`config.mk`:
```
export PLATFORM = sky130hd
export DESIGN_NAME = ifetch
export DESIGN_NICKNAME = d
export VERILOG_FILES = /design/src/rtl/ifetch_pkg.sv /design/src/rtl/ifetch_adder32.sv /design/src/rtl/ifetch.sv
export SDC_FILE = /design/constraint.sdc
export NUM_CORES = 1
export LEC_CHECK = 0
export CORE_MARGIN = 2
export CORE_UTILIZATION = 44
export DETAILED_ROUTE_END_ITERATION = 8
export GPL_TIMING_DRIVEN = 0
export PLACE_DENSITY = 0.77
export SLEW_MARGIN = 5
export SYNTH_ARGS = -nofsm -noshare
export SYNTH_HDL_FRONTEND = slang
export SYNTH_SLANG_ARGS = --single-unit
```
`constraint.sdc`:
```
create_clock -name clk -period 2.4 [get_ports clk]
set_input_delay 0.24 -clock clk [delete_from_list [all_inputs] [get_ports clk]]
set_output_delay 0.24 -clock clk [all_outputs]
set_load 0.01 [all_outputs]
```
`src/rtl/ifetch_pkg.sv`:
```
// Shared definitions for the instruction-fetch stage.
package ifetch_pkg;

  typedef enum logic [1:0] {
    StIdle,
    StReq,
    StWait,
    StHold
  } ifetch_state_e;

  // addi x0, x0, 0
  localparam logic [31:0] NOP_INSTR        = 32'h0000_0013;
  localparam logic [31:0] DEFAULT_RESET_PC = 32'h0000_0000;

endpackage

```
`src/rtl/ifetch_adder32.sv`:
```
// Plain 32-bit adder with carry in/out.
module ifetch_adder32 (
  input  logic [31:0] a,
  input  logic [31:0] b,
  input  logic        cin,
  output logic [31:0] sum,
  output logic        cout
);

  // Widen to 33 bits so the carry falls out of the top bit.
  assign {cout, sum} = {1'b0, a} + {1'b0, b} + {32'b0, cin};

endmodule

```
`src/rtl/ifetch.sv`:
```
// Instruction-fetch stage: owns the PC, fetches one word at a time from
// instruction memory and hands it to decode under valid/ready.
module ifetch
  import ifetch_pkg::*;
#(
  parameter logic [31:0] RESET_PC = DEFAULT_RESET_PC
) (
  input  logic        clk,
  input  logic        rst_n,
  input  logic        redirect_en,
  input  logic [31:0] redirect_pc,
  output logic        imem_req,
  output logic [31:0] imem_addr,
  input  logic        imem_gnt,
  input  logic        imem_rvalid,
  input  logic [31:0] imem_rdata,
  output logic        out_valid,
  input  logic        out_ready,
  output logic [31:0] out_pc,
  output logic [31:0] out_instr,
  output logic        out_misalign
);

  ifetch_state_e state_q, state_d;
  logic [31:0]   pc_q, pc_d;
  logic          kill_q, kill_d;
  logic [31:0]   out_pc_q, out_instr_q;
  logic          out_misalign_q;
  logic          load_data, load_misalign;
  logic [31:0]   pc_plus4;
  logic          unused_carry;
  logic          misaligned;

  assign misaligned = |pc_q[1:0];

  ifetch_adder32 u_pc_adder (
    .a    (pc_q),
    .b    (32'd4),
    .cin  (1'b0),
    .sum  (pc_plus4),
    .cout (unused_carry)
  );

  // State register.
  always_ff @(posedge clk or negedge rst_n) begin
    if (!rst_n) begin
      state_q <= StIdle;
    end else begin
      state_q <= state_d;
    end
  end

  // Next state, next PC, kill tracking and output-buffer load strobes.
  always_comb begin
    state_d       = state_q;
    pc_d          = pc_q;
    kill_d        = kill_q;
    load_data     = 1'b0;
    load_misalign = 1'b0;

    unique case (state_q)
      StIdle: state_d = StReq;
      StReq: begin
        if (misaligned) begin
          load_misalign = 1'b1;
          state_d       = StHold;
        end else if (imem_gnt) begin
          state_d = StWait;
        end
      end
      StWait: begin
        if (imem_rvalid) begin
          kill_d = 1'b0;
          if (kill_q) begin
            state_d = StReq;
          end else begin
            load_data = 1'b1;
            state_d   = StHold;
          end
        end
      end
      StHold: begin
        if (out_ready) begin
          pc_d    = pc_plus4;
          state_d = StReq;
        end
      end
      default: state_d = StIdle;
    endcase

    // Redirect overrides everything; a request already granted must have
    // its response swallowed, so kill stays armed until that rvalid arrives.
    if (redirect_en) begin
      pc_d          = redirect_pc;
      load_data     = 1'b0;
      load_misalign = 1'b0;
      unique case (state_q)
        StReq: begin
          if (!misaligned && imem_gnt) begin
            kill_d  = 1'b1;
            state_d = StWait;
          end else begin
            state_d = StReq;
          end
        end
        StWait: begin
          if (imem_rvalid) begin
            kill_d  = 1'b0;
            state_d = StReq;
          end else begin
            kill_d  = 1'b1;
            state_d = StWait;
          end
        end
        default: state_d = StReq;
      endcase
    end
  end

  // PC, kill flag and the instruction buffer presented to decode.
  always_ff @(posedge clk or negedge rst_n) begin
    if (!rst_n) begin
      pc_q           <= RESET_PC;
      kill_q         <= 1'b0;
      out_pc_q       <= 32'h0;
      out_instr_q    <= 32'h0;
      out_misalign_q <= 1'b0;
    end else begin
      pc_q   <= pc_d;
      kill_q <= kill_d;
      if (load_data) begin
        out_pc_q       <= pc_q;
        out_instr_q    <= imem_rdata;
        out_misalign_q <= 1'b0;
      end else if (load_misalign) begin
        out_pc_q       <= pc_q;
        out_instr_q    <= NOP_INSTR;
        out_misalign_q <= 1'b1;
      end
    end
  end

  // Outputs decoded from registered state only.
  always_comb begin
    imem_req     = (state_q == StReq) && !misaligned;
    imem_addr    = pc_q;
    out_valid    = (state_q == StHold);
    out_pc       = out_pc_q;
    out_instr    = out_instr_q;
    out_misalign = out_misalign_q;
  end

endmodule

```
==> results.json <==
{
  "status": "finished clean",
  "use_met1_pct": 31.3,
  "chipHeight_um": 104,
  "nFillCells": 796,
  "slew_headroom_pct": 57.0,
  "drv_slew": 0,
  "synthCells": 384,
  "worstSetupStartpoint": "state_q[1]",
  "vias": 3844,
  "r2r-end": "out_pc[6]",
  "gp_congestion": 0.787,
  "crit_required_ns": 2.64,
  "leakagePower_nw": 2.62,
  "period_needed_ns": 2.30,
  "rr_startpoint": "state_q[1]",
  "fin_crit_sh_pct": 95.8,
  "critPathMaxStageDelay_ns": 0.43,
  "wl_per_cell_um": 17.6,
  "die_area_um2": 10800,
  "antenna_found_initial": 0,
  "cts-buffers-inserted": 9,
  "first_iter_violations": 177,
  "arrival_ns": 2.54,
  "clkLatencyLatePin_ns": 0.36,
  "clock_sinks": 100,
  "crit_path_cell_trace": "inv_1 -> ha_1 -> o21ai_0 -> nor2_1 -> nor2_2 -> clkbuf_2 -> mux2_2",
  "synth.area.top_cells": "dfrtp_1 57%, mux2_2 8.7%, a22o_1 5.8%",
  "reg2reg_depth": 7,
  "ant_nets": 0,
  "drcViolationCount": 0,
  "overflow": 0,
  "slowest_stage": "dfrtp_1",
  "start_kind": "flop",
  "firstDrtPassIters": 4,
  "grt_use_met3_pct": 3.82,
  "busiest_layer": "met2",
  "synthesis.area_um2": 4410,
  "rows": 36,
  "finalHoldWorstSlack_ns": 0.436,
  "viasPerCell": 5.47,
  "crit_fanout": 10,
  "hp-class": "input port to flop",
  "yosysTopAreaCell": "dfrtp_1",
  "use_met2_pct": 37.3,
  "cap_violations": 0,
  "syn_avg_cell_area_um2": 11.5,
  "wl_mm": 12.4,
  "finClkSkew_ns": 0.0129,
  "rsz0062_at_grt": "no",
  "post_dp_cell_area_um2": 6280,
  "endpoint": "out_pc[6]",
  "cts_tree": "done",
  "dp_hpwl_mm": 9.22,
  "totalNegativeSetupSlack_ns": 0,
  "ctsRootBufferMaster": "clkbuf_8",
  "htree_levels": 3,
  "grt_pass1_vias": 3835,
  "track_usage_pct": 22.9,
  "powerDensity_nw_per_um2": 865,
  "yosysTopAreaCellShare_pct": 56.8,
  "grt_pass1_wl_mm": 20.0,
  "max-clock-path-buffers": 2,
  "ios": 169,
  "path_clk_slew_ns": 0.11,
  "criticalPathCategory": "flop to flop",
  "fmax_ghz": 0.435,
  "end_kind": "flop",
  "fp.dieW_um": 104,
  "setup_viol": 0,
  "peakVddDrop_v": 0.000510,
  "ys_types": 37,
  "hold_viol_final": 0,
  "core_area_um2": 9730,
  "synth_seq_cells": 100,
  "post_cts_buffers": 0,
  "yosysWarnings": 0,
  "grt_max_degree": 53,
  "start_util_pct": 45.3,
  "tightest_slew_ns": 0.645,
  "ys_seq_area_share_pct": 56.8,
  "syn_to_final_growth_pct": 47.6,
  "syn_nets": 458,
  "fin_nets": 639,
  "postLayoutCellArea_um2": 6500,
  "r2r_setup_slack_ns": 0.1,
  "numPortBuffers": 168,
  "antenna-diode-count": 0,
  "drive_above_1_share_pct": 11.2
}
==> kinds of logic (layout without fill, tap and decap cells) <==
kind of cell / count (synthesis) / in the layout / share of synthesized area, %
buf+inv: 32 / 218 / 2.75
simple gates: 114 / 114 / 14.0
flops: 100 / 100 / 56.8
xor+xnor: 11 / 11 / 2.19
compound gates: 87 / 87 / 14.0
mux: 36 / 36 / 9.14
fa+ha+maj: 4 / 4 / 1.14
==> how the worst min path moves through the flow <==
stage | start | endpoint | slack (ns) | cells past startpoint
2_1_floorplan | rst_n | imem_addr[0] | -0.06 | 0
3_3_place_gp | out_instr[4] | out_instr[4] | 0.48 | 1
3_5_place_dp | rst_n | out_pc[20] | 0.31 | 1
4_1_cts | redirect_pc[5] | imem_addr[5] | 0.42 | 3
5_1_grt | redirect_pc[18] | imem_addr[18] | 0.44 | 3
6_report | redirect_pc[5] | imem_addr[5] | 0.44 | 3
==> cell usage in the layout, fill, tap and decap left out, types with 2 or more instances in the layout <==
| cell type | count |
|---|---|
| a31oi_1 | 14 |
| nand4_1 | 5 |
| xor2_1 | 2 |
| ha_1 | 3 |
| mux2_2 | 34 |
| clkbuf_1 | 16 |
| or4_1 | 17 |
| nor3_1 | 7 |
| a21oi_1 | 3 |
| or3_1 | 6 |
| a22o_1 | 29 |
| o211ai_1 | 6 |
| nand3_1 | 16 |
| clkdlybuf4s50_1 | 167 |
| inv_1 | 10 |
| dfrtp_1 | 100 |
| mux2i_1 | 2 |
| o21ai_0 | 22 |
| and3_1 | 2 |
| inv_8 | 3 |
| nand2_1 | 25 |
| o22a_1 | 3 |
| nand2b_1 | 3 |
| clkbuf_8 | 9 |
| clkinv_4 | 3 |
| o31ai_1 | 8 |
| and4_1 | 2 |
| xnor2_1 | 9 |
| nor2_1 | 21 |
| clkbuf_2 | 5 |
==> worst max-delay path, delay by kind of cell, from the launching register on <==
family | cells | cell delay (ns)
and+or+nand+nor | 2 | 0.50
buffers and inverters | 2 | 0.46
DFF | 1 | 0.43
muxes | 1 | 0.38
adders and majority gates | 1 | 0.24
AOI/OAI and AO/OA | 1 | 0.18
==> state kept, by name, indices dropped and copies added, names as in the netlist <==
register      cells
out_instr        32
kill_q            1
imem_addr        32
state_q           2
out_pc           32
out_misalign      1
==> routing by layer <==
metal | share of wire, % | vias to the layer above
met1 | 45 | 1902
met3 | 4.4 | 16
met4 | 1.7 | 0
met2 | 49 | 130
li1 | - | 1796
met5 | 0 | -
==> metrics by stage <==
stage | std cells | worst slack (ns) | utilization (%) | total power [mW]
final | 703 | 0.100 | 66.8 | 5.63
after global routing | 703 | 0.0180 | 66.8 | 5.92
after CTS | 703 | 0.00703 | 66.7 | 5.65
after detailed placement | 686 | -0.259 | 64.5 | 4.60
after global placement | 685 | -2.61 | 64.3 | 4.52
after floorplan | 384 | 0.252 | - | 3.34
==> power breakdown <==
group	switching, mW	internal [mW]	total (mW)	leakage, nW
Clock	0.638	0.409	1.05	0.0997
Combinational	0.885	1.29	2.17	1.29
Sequential	0.292	2.12	2.41	1.23
Total	1.81	3.81	5.63	2.62
==> what timing repair did <==
item | in CTS | in global routing
gates resized for setup | 3 | 7
hold endpoints to repair | 48 | 0
setup endpoints to repair | 30 | 39
hold buffers | 1 | 0
pin swaps | 0 | 0
==> area by class of cell <==
type | instances | area, µm² | share of cell area [%]
clock inverter | 7 | 68.8 | 1.06
timing repair buffer | 170 | 1720 | 26.4
inverter | 10 | 37.5 | 0.577
sequential | 100 | 2500 | 38.5
clock buffer | 9 | 124 | 1.90
buffer | 22 | 90.1 | 1.39
tap | 133 | 166 | 2.56
multi-input combinational | 252 | 1800 | 27.6
==> cells in the mapped netlist <==
cell type,instances
dfrtp_1,100
mux2_2,34
a22o_1,29
nand2_1,25
nor2_1,22
o21ai_0,22
clkbuf_1,21
or4_1,17
nand3_1,16
a31oi_1,14
inv_1,10
xnor2_1,9
o31ai_1,8
nor3_1,7
o211ai_1,6
or3_1,6
nand4_1,5
ha_1,4
a21oi_1,3
nand2b_1,3
o22a_1,3
and3_1,2
and4_1,2
mux2i_1,2
xor2_1,2
a31o_2,1
and2_1,1
buf_2,1
nand3_2,1
nand4_2,1
nand4bb_1,1
nor3b_1,1
nor4_1,1
o41ai_1,1
or2b_1,1
or4b_1,1
or4b_2,1
Note: power is estimated with default switching activity, not from simulation.
